`src/rtl/sample_window4_pkg.sv`:
```
// Shared constants and state type for the sample window stage and the downstream averager.
package sample_window4_pkg;

  localparam int SAMPLE_W     = 16;
  localparam int WINDOW_DEPTH = 4;

  typedef enum logic {
    FILL = 1'b0,
    FULL = 1'b1
  } state_t;

endpackage

```
`src/rtl/sample_window4_shift4.sv`:
```
// Four-stage W-bit shift register with enable; a is the oldest stage, d the newest.
module sample_shift4 #(
  parameter int W = 16
) (
  input  logic         clk,
  input  logic         rst,
  input  logic         en,
  input  logic [W-1:0] din,
  output logic [W-1:0] a,
  output logic [W-1:0] b,
  output logic [W-1:0] c,
  output logic [W-1:0] d
);

  logic [W-1:0] a_r, b_r, c_r, d_r;

  // window storage: shift towards a on every enabled cycle
  always_ff @(posedge clk or posedge rst) begin
    if (rst) begin
      a_r <= {W{1'b0}};
      b_r <= {W{1'b0}};
      c_r <= {W{1'b0}};
      d_r <= {W{1'b0}};
    end else if (en) begin
      a_r <= b_r;
      b_r <= c_r;
      c_r <= d_r;
      d_r <= din;
    end else begin
      a_r <= a_r;
      b_r <= b_r;
      c_r <= c_r;
      d_r <= d_r;
    end
  end

  assign a = a_r;
  assign b = b_r;
  assign c = c_r;
  assign d = d_r;

endmodule

```
`src/rtl/sample_window4.sv`:
```
// Serial-to-parallel 4-sample window with valid/ready on both sides.
// Define SAMPLE_WINDOW_SLIDING_EN for overlapping (sliding) windows; default is disjoint blocks.
module sample_window4
  import sample_window4_pkg::*;
#(
  parameter int W = SAMPLE_W
) (
  input  logic         clk,
  input  logic         rst,
  input  logic [W-1:0] in_data,
  input  logic         in_valid,
  output logic         in_ready,
  input  logic         flush,
  output logic [W-1:0] A,
  output logic [W-1:0] B,
  output logic [W-1:0] C,
  output logic [W-1:0] D,
  output logic         out_valid,
  input  logic         out_ready,
  output logic [2:0]   fill
);

  localparam logic [2:0] FILL_MAX = 3'(WINDOW_DEPTH);

  state_t     state_r, state_n;
  logic [2:0] fill_r, fill_n;
  logic       out_valid_s, in_xfer_s, out_xfer_s, shift_en_s;

  assign out_valid_s = (state_r == FULL);
  assign in_ready    = ~out_valid_s | out_ready;
  assign in_xfer_s   = in_valid & in_ready;
  assign out_xfer_s  = out_valid_s & out_ready;
  // a flushed cycle drops its sample but leaves the held window untouched
  assign shift_en_s  = in_xfer_s & ~flush;

  sample_shift4 #(.W(W)) u_shift (
    .clk (clk),
    .rst (rst),
    .en  (shift_en_s),
    .din (in_data),
    .a   (A),
    .b   (B),
    .c   (C),
    .d   (D)
  );

  // next state and fill count
  always_comb begin
    state_n = state_r;
    fill_n  = fill_r;
    if (flush) begin
      state_n = FILL;
      fill_n  = 3'd0;
    end else begin
      case (state_r)
        FILL: begin
          if (in_xfer_s) begin
            if (fill_r >= (FILL_MAX - 3'd1)) begin
              fill_n  = FILL_MAX;
              state_n = FULL;
            end else begin
              fill_n  = fill_r + 3'd1;
            end
          end else begin
            fill_n = fill_r;
          end
        end
        FULL: begin
          if (out_xfer_s) begin
`ifdef SAMPLE_WINDOW_SLIDING_EN
            fill_n  = FILL_MAX;
            state_n = in_xfer_s ? FULL : FILL;
`else
            fill_n  = in_xfer_s ? 3'd1 : 3'd0;
            state_n = FILL;
`endif
          end else begin
            state_n = FULL;
          end
        end
        default: begin
          state_n = FILL;
          fill_n  = 3'd0;
        end
      endcase
    end
  end

  // state and fill registers
  always_ff @(posedge clk or posedge rst) begin
    if (rst) begin
      state_r <= FILL;
      fill_r  <= 3'd0;
    end else begin
      state_r <= state_n;
      fill_r  <= fill_n;
    end
  end

  assign out_valid = out_valid_s;
  assign fill      = fill_r;

endmodule

```
`config.mk`:
```
export PLATFORM = sky130hd
export DESIGN_NAME = sample_window4
export DESIGN_NICKNAME = d
export VERILOG_FILES = /design/src/rtl/sample_window4_pkg.sv /design/src/rtl/sample_window4_shift4.sv /design/src/rtl/sample_window4.sv
export SDC_FILE = /design/constraint.sdc
export NUM_CORES = 1
export LEC_CHECK = 0
export CAP_MARGIN = 15
export CORE_MARGIN = 2
export CORE_UTILIZATION = 52
export CTS_BUF_LIST = sky130_fd_sc_hd__clkbuf_8
export CTS_CLUSTER_DIAMETER = 80
export DETAILED_ROUTE_END_ITERATION = 6
export HOLD_SLACK_MARGIN = 0.15
export PLACE_DENSITY = 0.88
export RECOVER_POWER = 25
export SLEW_MARGIN = 5
export SYNTH_ARGS = -nofsm -noshare
export SYNTH_HDL_FRONTEND = slang
export SYNTH_SLANG_ARGS = --single-unit
```
`constraint.sdc`:
```
create_clock -name clk -period 6.11 [get_ports clk]
set_clock_uncertainty 0.2 [all_clocks]
set_input_delay 1.833 -clock clk [delete_from_list [all_inputs] [get_ports clk]]
set_output_delay 1.833 -clock clk [all_outputs]
set_load 0.01 [all_outputs]
```
Word level (Yosys, flattened, before mapping) --
Cells that the tools add are included.
Storage, ports and cells: output and inout bits 69, word-level logic and storage cells 28, register bits after elaboration 68
Operators by class: order comparisons 1, $add $sub $neg 1, eq/ne operators 2, mux-type cells 11, reduce and logical (&&, ||, !) cells 1, bitwise operators 6
Operators by type and width (number):
- 3-bit two-way mux | 4
- 3-bit one-hot mux with 2 select lines | 1
- 1-bit two-way mux | 5
- 3-bit by 1-bit adder with 3-bit output (second input constant) | 1
- 1-bit AND | 3
- 3-bit by 2-bit >= comparator with 1-bit output (second input constant) | 1
- 3-bit by 2-bit != test with 1-bit output (second input constant) | 1
- 3-bit != test (second input constant) | 1
- 1-bit inverter | 2
- 1-bit one-hot mux with 2 select lines | 1
- 2-bit AND reduction | 1
- 1-bit bitwise OR | 1

Depth between registers and ports, before layout --
Gate-level depths: netlist (run 1).
word-level depth 7, mapped depth 5, depth with buffers taken out 5

Cells and area by module --
From an unflattened synthesis (run 1), not the netlist that was laid out.
Unflattened totals: cells, all modules 162, area, all modules 2927.8 um^2
By module, submodules not included:
- sample_shift4 | cells an instance 136, times used 1, area each 2682.6 um^2
- sample_window4 | cells an instance 26, times used 1, area each 245.2 um^2

Least setup slack after synthesis (run 1) --
OpenSTA, ideal clock, no wires.
path kind input to output, from in out_ready, to out in_ready, stages 2, slack 2062 ps, data arrival time 2015 ps, path through nor2b_4 > inv_1
Between the ends: word-level cells in the longest chain between the ends 1
Ends and longest elaborated chain:
- start: declaration | line sample_window4.sv:19 | input logic out_ready,
- 1-bit bitwise OR | line sample_window4.sv:30 | assign in_ready = ~out_valid_s | out_ready;
- end: declaration | line sample_window4.sv:12 | output logic in_ready,
Every way passes these cells.

Final worst setup path (run 1) --
Same ends and word-level chain as after synthesis.

==> results_dict.tcl, run 1 <==
set metrics [dict create \
    relSlewSlack_pct -34.3 \
    first_pass_iters 4 \
    first_iter_violations 57 \
    num_vias 1629 \
    failed_checks "max-capacitance violations, max-slew violations" \
    wl_per_cell_um 15.5 \
    grt_pass1_wl_um 8720 \
    clk_pin_slew_ps 70 \
    grt.total_usage_pct 18.2 \
    total_power_uw 1720 \
    wirelength_um 5150 \
    min_period_ps 5040 \
    cp.required_ps 4080 \
    outcome "complete, but fails checks" \
    post-route-period-util_pct 82.4 \
    ant_nets 0 \
    nets 278 \
    detailed_place_hpwl_um 3440 \
    peakVddDrop_mv 0.231 \
    ys_seq_area_share_pct 59.1 \
    cts_resized 0 \
    crit_fanout 3 \
    worstSkewPairLatency_ps 330 \
    die_area_sq_um 6150 \
    yosysTopAreaCellShare_pct 59.1 \
    cts_hold_buffers 0 \
    initial_core_util_pct 52.9 \
    tns_ps 0 \
    syn_avg_cell_area_sq_um 18.0 \
    cts-root-buf "clkbuf_8" \
    drc 0 \
    yosys_warnings 0 \
    cts.path.max_buffers 2 \
    synth_edf_count 0 \
    p_per_area_nw_per_um2 438 \
    fillerInstances 371 \
    die_w_um 78.4 \
    synth-seq-cells 68 \
    ios 90 \
    maxCapViolations 1 \
    core_area_sq_um 5440 \
    worstMarginPinSlew_ps 2010 \
    synth_commonest_cells "dfrtp_1, mux2_4, mux2_2, buf_12, inv_1" \
    die_h_um 78.4 \
    clkSinkCount 68 \
    cts.htree.levels 3 \
    worst_hold_path_type "flip-flop to flip-flop" \
    drv_slew 40 \
    cp.arrival_ps 3000 \
    final_core_util_pct 72.2 \
    port_buffers 89 \
    synthCells 160 \
    core.rowCount 27 \
    hold_viol_final 0 \
    synthTopCellsByArea "dfrtp_1, mux2_4, mux2_2, buf_12, ha_1" \
    dp.cells 316 \
    end_kind "primary output" \
    finalSetupViolations 0 \
    synth_top_flop_cell "dfrtp_1" \
    final_cells 332 \
    preCtsSetupSlack_ps 1080 \
    yosysMostFrequentCell "dfrtp_1" \
    synth_fp_nets 183 \
    p_leak_uw 0.00174 \
    fin_ws_ps 1070 \
    cts_buffers 9 \
    diodes 0 \
    grt_pass1_vias 1752 \
    critPathKind "input pin to primary output" \
    place.gp.congestion 0.713 \
    grt_max_degree 66 \
    tritoncts "done" \
    post-synth-top-area-cell "dfrtp_1" \
    yosysUniqueCellTypes 21 \
    postCtsSetupRepairBufs 0 \
    grt.overflow.total 0 \
    syn_to_final_growth_pct 36.5 \
    async_flop_share_pct 100 \
    netlist_area_sq_um 2880 \
    critPathLaunchType "input pin" \
    post_drt_via_cell_ratio 4.91 \
    fmax_ghz 0.199 \
    rsz0062_at_grt "no" \
    layout-drive-gt1-share_pct 32.7 \
    antenna_found_initial 0 \
]
-- per-layer routing --
layer	track usage, %	wire length (um)
met4	6.32	45
met1	25.2	2300
met3	6.78	406
met2	26.5	2400
met5	0	0
-- critical path, cell delays in order --
cell and delay, ps:
clkdlybuf4s50_1 540, nor2b_4 70, inv_1 50, clkdlybuf4s50_1 520
-- worst paths after layout --
kind / startpoint / to / slack, ps / depth (start not counted)
max: out_ready / in_ready / 1070 / 4
min: u_shift.a[7]$_DFFE_PP0P_ / u_shift.a[7]$_DFFE_PP0P_ / 310 / 1
max reg2reg: out_valid$_DFF_PP0_ / u_shift.a[2]$_DFFE_PP0P_ / 3720 / 4
min reg2reg: u_shift.a[7]$_DFFE_PP0P_ / u_shift.a[7]$_DFFE_PP0P_ / 310 / 1
max in group asynchronous: rst / u_shift.c[2]$_DFFE_PP0P_ / 1270 / 3
min in group asynchronous: rst / u_shift.d[10]$_DFFE_PP0P_ / 2010 / 2
-- cell type report --
type / instances / area [sq um] / area share, %
Timing Repair Buffer: 91 / 902 / 23.0
Clock inverter: 7 / 43.8 / 1.11
Clock buffer: 9 / 124 / 3.15
Sequential cell: 68 / 1700 / 43.3
Tap cell: 72 / 90.1 / 2.29
Multi-Input combinational cell: 81 / 1050 / 26.8
Inverter: 4 / 15.0 / 0.382
-- cell families after synthesis --
kind of cell / Yosys count / synth area share (%)
buffers and inverters: 11 / 4.56
AOI/OAI and AO/OA: 5 / 1.35
adders and majority gates: 2 / 0.869
muxes: 65 / 31.8
and+or+nand+nor: 9 / 2.30
DFF: 68 / 59.1
-- power breakdown --
group	total (uW)	switching [uW]	leakage, uW	internal (uW)
Sequential	727	120	0.000807	606
Combinational	684	219	0.000851	465
Clock	312	167	0.0000848	145
-- metrics by stage --
stage	hold slack [ps]	cell area (sq um)
detailed placement	294	3760
finish	307	3930
global route	327	3930
CTS	313	3930
floorplan	351	2880
global placement	290	3760
-- placed cells by master, fill, tap and decap left out --
| cell | synthesis | routed |
|---|---|---|
| clkinv_4 | 0 | 1 |
| buf_4 | 0 | 1 |
| mux2_2 | 16 | 16 |
| a211o_1 | 1 | 1 |
| a22o_1 | 1 | 1 |
| nor3_1 | 1 | 1 |
| clkbuf_8 | 0 | 9 |
| inv_1 | 4 | 4 |
| nor3b_4 | 0 | 1 |
| nor2b_4 | 1 | 1 |
| dfrtp_1 | 68 | 68 |
| clkinv_2 | 0 | 4 |
| nor2_1 | 2 | 2 |
| o2bb2ai_1 | 1 | 1 |
| ha_1 | 2 | 2 |
| nor2b_1 | 1 | 1 |
| mux2_4 | 49 | 49 |
| clkinvlp_4 | 0 | 2 |
| dlygate4sd3_1 | 0 | 2 |
| clkbuf_1 | 0 | 1 |
| nor4b_1 | 1 | 1 |
| clkdlybuf4s50_1 | 0 | 87 |
| or2_2 | 1 | 1 |
| nand2b_1 | 1 | 1 |
| a21oi_1 | 1 | 1 |
| a211oi_1 | 1 | 1 |
-- sequential cells by signal, indices dropped and copies added (netlist names) --
register and flops:
fill 3, out_valid 1, u_shift.a 16, u_shift.b 16, u_shift.c 16, u_shift.d 16
Power figures use the tool's default switching activity.
==> run 2, diff against run 1 <==
--- a/config.mk
+++ b/config.mk
@@ -7,12 +7,12 @@
 export LEC_CHECK = 0
 export CAP_MARGIN = 15
 export CORE_MARGIN = 2
-export CORE_UTILIZATION = 52
+export CORE_UTILIZATION = 48
 export CTS_BUF_LIST = sky130_fd_sc_hd__clkbuf_8
 export CTS_CLUSTER_DIAMETER = 80
 export DETAILED_ROUTE_END_ITERATION = 6
 export HOLD_SLACK_MARGIN = 0.15
-export PLACE_DENSITY = 0.88
+export PLACE_DENSITY = 0.82
 export RECOVER_POWER = 25
 export SLEW_MARGIN = 5
 export SYNTH_ARGS = -nofsm -noshare
==> constraint.sdc (replaced) <==
create_clock -name clk -period 4.8 [get_ports clk]
set_clock_uncertainty 0.2 [all_clocks]
set_input_delay 1.44 -clock clk [delete_from_list [all_inputs] [get_ports clk]]
set_output_delay 1.44 -clock clk [all_outputs]
set_load 0.01 [all_outputs]
==> run 2 against run 1 <==
Effect of this change:
- the flow still finishes with violations (max-capacitance violations, max-slew violations)
- wire length grew 0.68%
- clock-buffer cell count grew 1
- power grew 26%
- final area grew 0.41%
- clock power grew 23%
- sequential share of layout area shrank 0.18 points
- sequential cell count is the same
- setup slack lost 540 ps
- largest cell class unchanged
- highest routed layer unchanged
==> results_dict.tcl, run 2 (synthesis gave the netlist of run 1 again) <==
set metrics [dict create \
    outcome "complete, but fails checks" \
    failed_checks "max-capacitance violations, max-slew violations" \
    wirelength_um 5190 \
    end_kind "primary output" \
    peakVddDrop_mv 0.346 \
    clkSinkCount 68 \
    final_common_cell "clkdlybuf4s50_1" \
    grt_pass1_wl_um 8580 \
    p_sw_uw 619 \
    core.rowCount 28 \
    p_comb_share_pct 40.0 \
    p_leak_uw 0.00176 \
    met3_length_um 438 \
    grt.overflow.total 0 \
    ant_nets 0 \
    rsz0062_at_grt "no" \
    final_cells 335 \
    nets 280 \
    cts-root-buf "clkbuf_8" \
    cts_hold_buffers 0 \
    crit_slowest_cell "clkdlybuf4s50_1" \
    layout-drive-gt1-share_pct 31.9 \
    tritoncts "done" \
    max_stage_delay_ps 530 \
    cp.required_ps 3160 \
    preCtsSetupSlack_ps 535 \
    detailed_place_hpwl_um 3480 \
    intPower_uw 1560 \
    ios 90 \
    num_vias 1640 \
    cts_resized 0 \
    layout_common_cells "clkdlybuf4s50_1, dfrtp_1, mux2_4" \
    worst_hold_path_type "flip-flop to flip-flop" \
    post_drt_via_cell_ratio 4.90 \
    initial_core_util_pct 49.2 \
    maxCapViolations 1 \
    die_w_um 81.4 \
    hold_viol_final 0 \
    postCtsSetupRepairBufs 0 \
    grt_pass1_vias 1764 \
    critPathLaunchType "input pin" \
    diodes 0 \
    crit_fanout 3 \
    antenna_found_initial 0 \
    p_seq_share_pct 42.4 \
    core_area_sq_um 5850 \
    grt.total_usage_pct 17.3 \
    syn_to_final_growth_pct 37.0 \
    tns_ps 0 \
    wl_per_cell_um 15.5 \
    post-route-period-util_pct 88.8 \
    cp.arrival_ps 2620 \
    cts.path.max_buffers 2 \
    met1_length_um 2310 \
    clkPwrFrac_pct 17.6 \
    worstSkewPairLatency_ps 330 \
    cp_cell_sequence "clkdlybuf4s50_1, nor2b_4, inv_1, clkdlybuf4s50_1" \
    fmax_ghz 0.234 \
    cts_buffers 9 \
    fin_ws_ps 535 \
    swShare_pct 28.5 \
    drv_slew 40 \
    finalSetupViolations 0 \
    grt_max_degree 66 \
    critPathKind "input pin to primary output" \
    cts.htree.levels 3 \
    place.gp.congestion 0.695 \
    dp.cells 320 \
    top_layer_used "met4" \
    worst_path_most_repeated_cell "clkdlybuf4s50_1" \
    relSlewSlack_pct -33.8 \
    route.met2.wl_um 2360 \
    first_pass_iters 3 \
    worstMarginPinSlew_ps 2010 \
    p_per_area_nw_per_um2 552 \
    clk_pin_slew_ps 70 \
    first_iter_violations 45 \
    min_period_ps 4260 \
    die_h_um 81.4 \
    port_buffers 89 \
    die_area_sq_um 6630 \
    drc 0 \
]
==> run 2: final timing paths <==
path	startpoint	to	slack, ps	depth (start not counted)
worst max-delay path	out_ready	in_ready	540	4
worst min-delay path	u_shift.a[9]$_DFFE_PP0P_	u_shift.a[9]$_DFFE_PP0P_	310	1
worst max register to register	out_valid$_DFF_PP0_	u_shift.d[14]$_DFFE_PP0P_	2810	4
worst min register to register	u_shift.a[9]$_DFFE_PP0P_	u_shift.a[9]$_DFFE_PP0P_	310	1
min in group asynchronous	rst	u_shift.a[10]$_DFFE_PP0P_	1360	2
max in group asynchronous	rst	u_shift.a[4]$_DFFE_PP0P_	800	3
==> run 2: final cells by class <==
type / instances / area (sq um)
flip-flops and latches: 68 / 1700
fillers: 421 / 1910
well taps: 75 / 93.8
clock inverters: 4 / 18.8
multi-input cells: 81 / 1050
inverters: 4 / 15.0
repair buffers: 93 / 926
clock buffers: 10 / 138
==> run 2: per-stage QoR <==
step	power (uW)	utilization, %	hold slack [ps]	cell area (sq um)
5_1_grt	2310	67.4	325	3950
4_1_cts	2210	67.4	311	3950
2_1_floorplan	1330	-	351	2880
3_3_place_gp	1790	64.8	291	3790
6_report	2180	67.4	309	3950
3_5_place_dp	1810	64.8	296	3790
==> run 2: metal layers <==
layer,vias up,track usage (%)
li1,751,-
met1,816,23.0
met2,66,24.9
met3,7,6.37
met4,0,8.64
met5,-,0
==> run 2: critical path, delay by kind of cell <==
| family | cells | cell delay [ps] |
|---|---|---|
| buffers and inverters | 3 | 1110 |
| AND/OR/NAND/NOR | 1 | 70 |
==> run 2: power by group through the flow <==
stage	Combinational, uW	Clock (uW)	Sequential, uW
floorplan	325	0	1000
global placement	863	0	926
detailed placement	880	0	933
CTS	885	400	926
global route	936	421	957
finish	871	383	923
==> RTL change 1: new RTL, settings of run 2 <==
Change the package constant `SAMPLE_W` from 16 to 32.
--- a/src/rtl/sample_window4_pkg.sv
+++ b/src/rtl/sample_window4_pkg.sv
@@ -2,5 +2,5 @@
 package sample_window4_pkg;
 
-  localparam int SAMPLE_W     = 16;
+  localparam int SAMPLE_W     = 32;
   localparam int WINDOW_DEPTH = 4;
 
Ports: changed (5 resized); port bits go from 90 to 170. No check against the original RTL was run, so the function may have changed too.
==> RTL change 1 against run 2 <==
  * The flow still finishes with violations (capacitance limit, slew limit)
  * Design area grew 95%
  * Power increased by 94%
  * Sequential share of layout area down 0.14 points
  * Wire length is 110% higher
  * Non-clock buffer count rose by 83
  * Synthesized area is 92% higher
  * Combinational power is 71% higher
  * Sequential cell count rose by 64
  * Worst setup slack improved by 69 ps
  * Worst hold slack improved by 4.7 ps
  * Critical path type unchanged
  * Largest power group unchanged
  * Highest routed layer unchanged
==> RTL change 1: results (changes against run 2) <==
Parameter                              Value

GRT
  Wire length of the first global-routing pass ... 18300 µm (+110%)
  Number of global-route vias before repair ... 3319 (+88%)
  Remaining global-route overflow ... 0 (unchanged)
  Global Route Usage Sum ... 0.187 (+0.0145)
  Initial antenna violation count ... 0 (unchanged)
  Maximum number of pins on one net before global-route repair ... 64 (-3.0%)

Finish
  Number of fillers in the final layout ... 780 (+85%)
  Core Util, Final ... 0.679 (+0.00442)
  Proportion of layout cells with a drive suffix above 1 ... 0.356 (+0.0367)
  Net count, final ... 512 (+83%)
  Antenna diode count ... 0 (unchanged)

Worst setup path
  Worst-path maximum fanout ... 4 (+1)
  Arrival time of data at the critical path endpoint ... 2560 ps (-60 ps)
  Peak per-stage delay on the critical path ... approximately 540 ps
  Family with the most delay on the worst path ... buffers and inverters
  Slowest cell on the critical path ... clkdlybuf4s50_1

Clocking
  Latest clock arrival within the worst-skew pair ... 430 ps (+100 ps)
  Register clock-pin slew on the reported worst setup and hold paths ... 70 ps (about the same)
  Post-cts sizing count ... 0 (unchanged)
  Total CTS buffers ... 17 (+8)
  Clock Tree Buf Depth ... 2 (unchanged)
  Root buffer cell ... clkbuf_8
  Maximum level of the CTS H-tree ... 4 (+1)
  Setup Fix Bufs, Post-CTS ... 0 (unchanged)

Detailed routing
  Final routed wirelength across all metal layers ... 11100 µm (+110%)
  Vias per cell ... 4.86 (-0.82%)
  Drt first-iter violations ... 132 (+190%)
  Remaining DRCs ... 0 (unchanged)
  DRT Pass-1 Iters ... 4 (+1)
  Via count of the routed design ... 3054 (+86%)

Yosys
  FFs w/ async S/R, synth ... 1.00 (unchanged)
  Most used flip-flop cell after synthesis ... dfrtp_1
  Post-Synthesis Mean Instance Area ... 18.9 µm² (+4.9%)
  Count of cell types in the netlist ... 20 (-4.8%)
  Leading post-synthesis cells by instance count ... dfrtp_1, mux2_4, mux2_2, buf_12
  Warnings, synthesis ... 0 (unchanged)
  Net count after synthesis ... 331 (+81%)
  Portion of the post-synthesis area used by sequential elements ... 0.599 (+0.00800)
  Top post-synthesis cells by area ... dfrtp_1, mux2_4, mux2_2

Status
  Status ... complete, but fails checks
  Failing checks ... capacitance limit, slew limit

Place
  Half-perimeter wire length after placement ... 7730 µm (+120%)
  Post-placement setup slack ... 605 ps (+69.5 ps)
  Placer congestion estimate ... 0.751 (+8.0%)
  Post-placement cell area ... 7240 µm² (+91%)
  Input/output buffers ... 169 (+90%)
  Dpl cells ... 597 (+87%)

Job
  Number of max-capacitance violations reported ... 1 (unchanged)

STA
  Fin Setup TNS ... 0 ps (unchanged)
  Max-slew violation count ... 39 (-2.5%)
  Remaining max-slew budget at the tightest pin ... -0.277 (+0.0606)

Pwr
  Peak supply drop ... 0.272 mV (-21%)
  Leakage power ... 3.41 nW (+94%)
  Switching power total ... 1.17 mW (+89%)

Worst hold path
  Type of the worst min-delay path ... reg -> reg
[RTL change 1: changes by cell type after synthesis, moves of 2 or more]
cell,delta
dfrtp_1,+64
mux2_4,+52
mux2_2,+11
buf_12,+6
inv_1,-2
[RTL change 1: final timing paths]
kind,startpoint,to,slack (ps),depth (start not counted)
worst max register to register,out_valid,u_shift.c[8],2840,4
worst max-delay path,out_ready,in_ready,600,3
min in group asynchronous,rst,u_shift.a[12],1760,2
worst min-delay path,u_shift.a[24],u_shift.a[24],310,1
max in group asynchronous,rst,u_shift.c[14],1630,3
worst min register to register,u_shift.a[24],u_shift.a[24],310,1
[RTL change 1: cell type report]
cell class / count / area share
clock inverter: 13 / 0.0236
tap: 143 / 0.0233
inverter: 2 / 0.00114
clock buffer: 19 / 0.0340
multi-input combinational: 144 / 0.255
sequential: 132 / 0.430
timing repair buffer: 176 / 0.234
[RTL change 1: routing by layer]
layer  GRT usage  routed length [µm]  vias to the layer above
met1       0.239                4820                     1552
met5           0                   0                        -
met3      0.0662                 688                       12
met4      0.0782                 164                        0
li1            -                   -                     1387
met2       0.293                5410                      103
[RTL change 1: stage by stage]
stage | hold WS [ps] | power (mW)
finish | 314 | 4.23
CTS | 316 | 4.29
floorplan | 352 | 2.39
detailed placement | 297 | 3.24
global placement | 297 | 3.19
global route | 329 | 4.44
[RTL change 1: kinds of logic (layout without fill, tap and decap cells)]
| logic type | count (synthesis) | in the layout | synth area share |
|---|---|---|---|
| multiplexers | 128 | 128 | 0.330 |
| flip-flops | 132 | 132 | 0.599 |
| adder cells (fa/ha/maj) | 2 | 2 | 0.00454 |
| AND/OR/NAND/NOR | 8 | 8 | 0.0111 |
| buffers and inverters | 16 | 210 | 0.0463 |
| AO/OA/AOI/OAI | 6 | 6 | 0.00885 |
[RTL change 1: power by group through the flow]
stage	sequential (mW)	clock [mW]	combinational, mW
3_5_place_dp	1.73	0	1.51
6_report	1.72	1.02	1.49
2_1_floorplan	1.85	0	0.544
3_3_place_gp	1.71	0	1.48
5_1_grt	1.77	1.10	1.57
4_1_cts	1.72	1.05	1.51
==> RTL change 2: new RTL, config.mk and constraints of run 2 <==
Made on the original files. Reset style: synchronous (`rst`), changed in 2 clocked blocks.
--- a/src/rtl/sample_window4_shift4.sv
+++ b/src/rtl/sample_window4_shift4.sv
@@ -16,5 +16,5 @@
 
   // window storage: shift towards a on every enabled cycle
-  always_ff @(posedge clk or posedge rst) begin
+  always_ff @(posedge clk) begin
     if (rst) begin
       a_r <= {W{1'b0}};
--- a/src/rtl/sample_window4.sv
+++ b/src/rtl/sample_window4.sv
@@ -88,5 +88,5 @@
 
   // state and fill registers
-  always_ff @(posedge clk or posedge rst) begin
+  always_ff @(posedge clk) begin
     if (rst) begin
       state_r <= FILL;
Check against the original RTL: differs if rst is asserted again (counterexample within 4 cycles, from zero or initial values and one cycle with rst high); with rst held inactive, the same outputs for 10 cycles.
==> RTL change 2 against run 2 <==
  * Via count up 61%
  * Sequential cell count is the same
  * First-iteration DRC count increased to 5.2 times the old value
  * Non-clock buffer count increased by 1
  * Die area decreased by 6.2%
  * Design area is 4.5% lower
  * Sequential share of layout area shrank 7.0 points
  * Wire length grew 39%
  * Synthesized area decreased by 6.5%
  * Highest routed layer unchanged
  * Worst setup slack got worse by 35 ps
  * Critical endpoint unchanged
  * Critical path depth did not move
Power is not compared: it rests on default switching activity, and its combinational part moved more than twofold at a synthesized area within 25%.
==> RTL change 2: results (changes against run 2) <==
Parameter                              Value

Yosys
  Post-synthesis share of cell area spent on full adders, half adders and majority gates ... 0.00930 (+0.000606)
  Top post-synthesis cells by area ... dfxtp_1, o21ai_0, a21oi_1
  FFs w/ async S/R, synth ... 0 (-1.00)
  Compound-Gate Fraction of Synth Area ... 0.257 (+0.243)
  Portion of the post-synthesis area used by sequential elements ... 0.506 (-0.0852)
  Share of cell area taken by muxes after synthesis ... 0 (-0.318)
  Count of cell types in the netlist ... 22 (+4.8%)
  Net count after synthesis ... 343 (+87%)
  Leading post-synthesis cells by instance count ... dfxtp_1, o21ai_0, a21oi_1, nand3_1, clkbuf_1
  Post-Synthesis Mean Instance Area ... 8.41 µm² (-53%)

Finish
  Clock network contribution to total cell area ... 0.0664 (+0.0268)
  Net count, final ... 412 (+47%)
  Seq Cell Count ... 68 (unchanged)
  Register Area ... 1360 µm² (-20%)
  Number of fillers in the final layout ... 475 (+13%)
  Number of clock buffer instances in the layout ... 11 (+1)
  Count of inverters not on the clock network in the layout ... 2 (-2)
  Portion of the layout cell area used by non-clock buffers ... 0.248 (+0.0136)
  Signal buffers ... 94 (+1.1%)
  Proportion of layout cells with a drive suffix above 1 ... 0.0635 (-0.256)
  Multi-input gate area in the final layout ... 1120 µm² (+6.8%)
  Multi-input gates ... 214 (+160%)

Detailed routing
  DRT Pass-1 Iters ... 5 (+2)
  Via count of the routed design ... 2645 (+61%)
  Drt first-iter violations ... 234 (+420%)
  Final routed wirelength across all metal layers ... 7200 µm (+39%)
  Post-detailed-route wirelength per cell ... 15.4 µm (-0.22%)

Place
  Half-perimeter wire length after placement ... 4310 µm (+24%)
  Post-placement cell area ... 3500 µm² (-7.7%)
  Placer congestion estimate ... 0.826 (+19%)
  Dpl cells ... 449 (+40%)

Worst setup path
  Startpoint of the worst register-to-register path ... out_valid
  R2R setup slack ... 2880 ps (+70 ps)
  Endpoint of the worst-slack reg-to-reg timing path ... fill[1]
  Peak per-stage delay on the critical path ... 570 ps (+40 ps)
  Arrival time of data at the critical path endpoint ... 2660 ps (+40 ps)

Worst hold path
  Worst hold path startpoint ... u_shift.a[7]
  Worst hold stages ... 2 (+1)
  Endpoint, Worst Hold ... u_shift.a[7]

Clocking
  Post-cts sizing count ... 0 (unchanged)
  Clock Tree Buf Depth ... 2 (unchanged)
  Setup Fix Bufs, Post-CTS ... 0 (unchanged)
  Root buffer cell ... clkbuf_8
  Maximum level of the CTS H-tree ... 3 (unchanged)

STA
  Tightest Pin Transition ... 1040 ps (-963 ps)

GRT
  Maximum number of pins on one net before global-route repair ... 69 (+4.5%)
  Global Route Usage Sum ... 0.227 (+0.0544)
  Number of global-route vias before repair ... 2240 (+27%)
  Wire length of the first global-routing pass ... 11300 µm (+32%)

Floorplan
  Tap cell instance count ... 72 (-4.0%)

Status
  Status ... completed
RTL change 2: report_power, final:
| group | internal (mW) | total [mW] | switching [mW] | leakage (nW) |
|---|---|---|---|---|
| Sequential | 0.574 | 0.583 | 0.00854 | 0.550 |
| Clock | 0.371 | 0.576 | 0.205 | 0.131 |
| Combinational | 0.0414 | 0.0879 | 0.0465 | 0.658 |
| Total | 0.986 | 1.25 | 0.261 | 1.34 |
RTL change 2: per-layer routing:
layer  GRT usage  wire [µm]  part of all wire
met1       0.326       3250              0.45
met4      0.0776         36            0.0050
met5           0          0                 0
met2       0.338       3390              0.47
met3      0.0523        528             0.073
RTL change 2: per-stage QoR:
step                      utilization  hold WS (ps)  power (mW)  worst slack (ps)
after global routing            0.689           287        1.29               457
after CTS                       0.685           275        1.25               496
after floorplan                     -           297       0.637              1310
final                           0.689           269        1.25               500
after detailed placement        0.639           265       0.682               536
after global placement          0.639           261       0.681               524
